<file path="config.mk">
export PLATFORM = sky130hd
export DESIGN_NAME = serial_adder
export DESIGN_NICKNAME = d
export VERILOG_FILES = /design/src/rtl/serial_adder_pkg.sv /design/src/rtl/serial_fa_bit.sv /design/src/rtl/serial_adder.sv
export SDC_FILE = /design/constraint.sdc
export NUM_CORES = 1
export LEC_CHECK = 0
export ABC_AREA = 1
export BUFFER_PORTS_ARGS = -buffer_cell sky130_fd_sc_hd__clkbuf_2
export CAP_MARGIN = 20
export CORE_UTILIZATION = 45
export DETAILED_ROUTE_END_ITERATION = 8
export PLACE_DENSITY = 0.75
export SLEW_MARGIN = 20
export SYNTH_ARGS = -nofsm -noshare
export SYNTH_HDL_FRONTEND = slang
export SYNTH_SLANG_ARGS = --single-unit
</file>
<file path="constraint.sdc">
create_clock -name i_clk -period 2.9 [get_ports i_clk]
set_input_delay 0.58 -clock i_clk [delete_from_list [all_inputs] [get_ports i_clk]]
set_output_delay 0.58 -clock i_clk [all_outputs]
set_load 0.01 [all_outputs]
</file>
<file path="src/rtl/serial_adder_pkg.sv">
// Shared types and constants for the bit-serial adder.
// State encoding, default operand width and the counter-width helper.
package serial_adder_pkg;

   localparam int unsigned DEFAULT_WIDTH = 8;

   typedef enum logic [1:0] {
      StIdle,
      StShift,
      StDone
   } state_t;

   // Ceiling log2, never less than 1 so a counter always has at least one bit.
   function automatic int unsigned clog2(input int unsigned value);
      int unsigned r;
      r = 0;
      for (int i = 0; i < 32; i++) begin
         if ((32'd1 << i) < value) r = i + 1;
      end
      return (r == 0) ? 1 : r;
   endfunction

endpackage

</file>
<file path="src/rtl/serial_fa_bit.sv">
// One-bit combinational full adder: the single arithmetic cell
// that the serial adder reuses once per operand bit.
module serial_fa_bit (
   input  logic i_a,
   input  logic i_b,
   input  logic i_cin,
   output logic o_s,
   output logic o_co
);

   assign o_s  = i_a ^ i_b ^ i_cin;
   assign o_co = (i_a & i_b) | (i_cin & (i_a ^ i_b));

endmodule

</file>
<file path="src/rtl/serial_adder.sv">
// Bit-serial WIDTH-bit adder: operands shift LSB-first through one full-adder cell.
// Define SERIAL_ADDER_OVF_EN to add the signed-overflow output o_ovf.
module serial_adder
   import serial_adder_pkg::*;
#(
   parameter int unsigned WIDTH = DEFAULT_WIDTH
) (
   input  logic             i_clk,
   input  logic             i_rst_n,
   input  logic             i_start,
   input  logic [WIDTH-1:0] i_a,
   input  logic [WIDTH-1:0] i_b,
   input  logic             i_cin,
   output logic             o_busy,
   output logic             o_done,
   output logic [WIDTH-1:0] o_sum,
   output logic             o_cout
`ifdef SERIAL_ADDER_OVF_EN
   ,
   output logic             o_ovf
`endif
);

   localparam int unsigned        CntW    = clog2(WIDTH);
   localparam logic [CntW-1:0]    LastCnt = CntW'(WIDTH - 1);

   state_t           r_state;
   state_t           w_next;
   logic [WIDTH-1:0] r_a;
   logic [WIDTH-1:0] r_b;
   logic [WIDTH-2:0] r_res;
   logic [WIDTH-1:0] r_sum;
   logic             r_cout;
   logic             r_carry;
   logic [CntW-1:0]  r_cnt;

   logic             w_s;
   logic             w_co;
   logic             w_load;
   logic             w_last;
   logic [WIDTH-1:0] w_res_cat;

   serial_fa_bit u_fa (
      .i_a   (r_a[0]),
      .i_b   (r_b[0]),
      .i_cin (r_carry),
      .o_s   (w_s),
      .o_co  (w_co)
   );

   // New sum bit enters at the MSB; after WIDTH shifts the word is complete.
   assign w_res_cat = {w_s, r_res};

   always_comb begin
      w_next = r_state;
      w_load = 1'b0;
      case (r_state)
         StIdle: begin
            if (i_start) begin
               w_next = StShift;
               w_load = 1'b1;
            end
         end
         StShift: begin
            if (r_cnt == LastCnt) w_next = StDone;
         end
         StDone: begin
            w_next = i_start ? StShift : StIdle;
            w_load = i_start;
         end
         default: w_next = StIdle;
      endcase
   end

   assign w_last = (r_state == StShift) && (r_cnt == LastCnt);

   always_ff @(posedge i_clk or negedge i_rst_n) begin
      if (!i_rst_n) begin
         r_state <= StIdle;
      end else begin
         r_state <= w_next;
      end
   end

   always_ff @(posedge i_clk or negedge i_rst_n) begin
      if (!i_rst_n) begin
         r_a     <= '0;
         r_b     <= '0;
         r_res   <= '0;
         r_carry <= 1'b0;
         r_cnt   <= '0;
      end else if (w_load) begin
         r_a     <= i_a;
         r_b     <= i_b;
         r_carry <= i_cin;
         r_cnt   <= '0;
      end else if (r_state == StShift) begin
         r_a     <= r_a >> 1;
         r_b     <= r_b >> 1;
         r_res   <= w_res_cat[WIDTH-1:1];
         r_carry <= w_co;
         r_cnt   <= r_cnt + CntW'(1);
      end
   end

   // Host-visible result only changes on entry to DONE.
   always_ff @(posedge i_clk or negedge i_rst_n) begin
      if (!i_rst_n) begin
         r_sum  <= '0;
         r_cout <= 1'b0;
      end else if (w_last) begin
         r_sum  <= w_res_cat;
         r_cout <= w_co;
      end
   end

`ifdef SERIAL_ADDER_OVF_EN
   logic r_ovf;

   // On the final shift r_carry is the carry into the MSB, w_co the carry out.
   always_ff @(posedge i_clk or negedge i_rst_n) begin
      if (!i_rst_n) begin
         r_ovf <= 1'b0;
      end else if (w_last) begin
         r_ovf <= r_carry ^ w_co;
      end
   end

   assign o_ovf = r_ovf;
`endif

   assign o_busy = (r_state == StShift);
   assign o_done = (r_state == StDone);
   assign o_sum  = r_sum;
   assign o_cout = r_cout;

endmodule
</file>
==> results.md <==
* Synth-to-layout area growth at 19.3%
* Floorplan row count at 22
* Ports at 31
* R2R Setup Slk at between 1 and 1.5 ns
* Starting density of the core at 47.2%
* Max Cap Violations at 0
* Main synth FF type: dfrtp_1
* RSZ-0062 raised after global routing: no
* Synth Cell Area at between 1500 and 2000 um^2
* DR DRC count at 0
* Initial antenna violation count at 0
* Crit Path Max Fanout at 15
* Synth Instances at ~210
* Gp weighted congestion at roughly 0.79
* Iter 0 DRT Violations at a little under 60
* Post-route ant nets at 0
* Crit path DAT at ~1.6 ns
* Ys async rst share at 100%
* Postcts setup bufs at 0
* Core Region at about 3700 um^2
* Highest Clock Rate at roughly 470 MHz
* Startpoint types: register
* Area contributors post-synth: dfrtp_1 (55%), nand2_1 (18%), nand3_1 (7.8%), inv_1 (3.7%), nor2_1 (3.3%)
* Synth top area share at between 50% and 60%
* GR Overflow Total at 0
* Leakage Power at approximately 0.0011 uW
* Root buffer cell: clkbuf_8
* DRT Pass-1 Iters at 4
* Status: finished clean
* Final min period at approximately 2.1 ns
* CP endpoint: o_busy
* Period utilization at between 70% and 80%
* CTS hold repair buffers at 0
* Vias at 1405
* Post_cts resized at 0
* Vias in the first global route at around 1.4k
* Die extent in x at roughly 64 um
* Total Die Area at approximately 4100 um^2
* Worst-margin pin slew at roughly 0.92 ns
* Clock slew at reported path FFs at about 0.07 ns
* CTS tree: built
* Sequential area share after synthesis at between 50% and 60%
* Clock Sinks at 38
* Mean Syn Cell Area at between 8 and 9 um^2
* Kind of critical path: reg -> out
* CTS Buf Count at 5
* Mapped Nets at 237
* Post-synth top cells: nand2_1 (85), dfrtp_1 (38), nand3_1 (27), inv_1 (17), nor2_1 (15)
* Wire per inst at 11.2 um
* Largest net degree at the start of global routing at 39
* Cell variety after synth at 15
* Power density cells at around 1100 nW/um^2
* Synth warnings at 0
* Final setup TNS at 0 ns
* Number of synthesized flops with an enable pin at 0
* Post-detailed-routing wire length at around 3.3 mm
* Reg2Reg Launch Point: r_state[0]
* Peak VDD IR at between 0.0005 and 0.0006 V
* Clock Path Buffers at 2
* # port buffers at 30
* CP Capture Type: output pin
* Worst slew margin at about two fifths
* First-pass GRT wire length at 5.94 mm
* Utilization after layout at 56.3%
* # fillers at around 350
* Final hold vios at 0
* Via-to-Cell Ratio at about 4.8
* Count leader, synth: nand2_1
* Clk_skew at approximately 0.0063 ns
* Critical Path RT at between 2 and 2.5 ns
* Placement Cell Area at roughly 1900 um^2
* Antenna Cells at 0
* Die height at around 64 um
* Most area-hungry cell type in the Yosys netlist: dfrtp_1
* Fraction of layout cells with a size suffix above 1 at 18.7%
* Worst r2r path cells at 5
* Final Slew Violations at 0
* Total track usage at 19.4%
* Final #Nets at 268
* Design area at slightly above 2000 um^2
* H-tree lvl count at 2
* Worst min path class: in -> async
* Skew-Pair Late Insertion Delay at 0.30 ns
* Critical Path Start: r_state[0]
* #FFs+latches synth at 38
* Terminus of the critical flop-to-flop path: o_cout
* Post-DP HPWL at 2.19 mm
* Finish-stage setup viols at 0
cells in the final DEF, fill, tap and decap left out, types with 4 or more instances in the layout:
cell type / synthesis / routed
o21ai_0: 8 / 8
dfrtp_1: 38 / 38
nor2_1: 15 / 15
nand3b_1: 6 / 6
inv_1: 17 / 17
buf_4: 0 / 4
nand3_1: 27 / 27
clkbuf_2: 0 / 30
nand2_1: 85 / 85
clkbuf_8: 0 / 5
power breakdown:
group	internal [uW]	switching, uW	total [uW]
sequential	778	152	931
clock	345	194	539
combinational	340	528	868
total	1460	875	2340
worst min path at each step:
stage | end | slack (ns) | depth (start not counted)
after detailed placement | o_sum[1] | 0.46 | 2
after global routing | o_sum[7] | 0.48 | 1
final | r_a[0] | 0.41 | 1
after CTS | r_res[1] | 0.43 | 1
after floorplan | o_cout | 0.28 | 0
after global placement | o_sum[1] | 0.45 | 2
layout make-up:
class	count	area, um^2	share of cell area, %
Clock inverter	3	68.8	3.34
Tap cell	48	60.1	2.91
Sequential cell	38	951	46.1
Inverter	18	67.6	3.28
Multi-Input combinational cell	148	664	32.2
Timing Repair Buffer	34	180	8.74
Clock buffer	5	68.8	3.34
routing by layer:
layer / vias up / share of wire [%] / GRT usage (%)
li1: 727 / - / -
met1: 649 / 45 / 22.8
met2: 23 / 50 / 32.6
met3: 6 / 3.5 / 5.89
met4: 0 / 1.6 / 8.24
met5: - / 0 / 0
metrics by stage:
stage | hold WS [ns] | std cells | setup slack [ns] | total power [uW]
2_1_floorplan | 0.284 | 214 | 1.48 | 1550
3_3_place_gp | 0.450 | 286 | 1.12 | 1780
4_1_cts | 0.432 | 294 | 0.764 | 2370
6_report | 0.407 | 294 | 0.758 | 2340
3_5_place_dp | 0.457 | 286 | 1.11 | 1810
5_1_grt | 0.478 | 294 | 0.616 | 2560
critical path, stage by stage (launching register included):
cell	delay, ns
dfrtp_1	0.65
inv_2	0.17
nor2_2	0.14
buf_4	0.17
clkbuf_2	0.14
flip-flops by register name (all words and copies together), names as in the netlist:
register and flops:
o_sum 8, r_state 2, r_carry 1, r_b 8, r_cnt 3, r_res 7, o_cout 1, r_a 8
cell families after synthesis:
| logic type | share of synthesized area, % |
|---|---|
| and+or+nand+nor | 33.2 |
| DFF | 55.0 |
| buffers and inverters | 6.52 |
| AOI/OAI and AO/OA | 2.61 |
| adders and majority gates | 2.61 |
No activity file was read; power rests on OpenSTA's default activity.
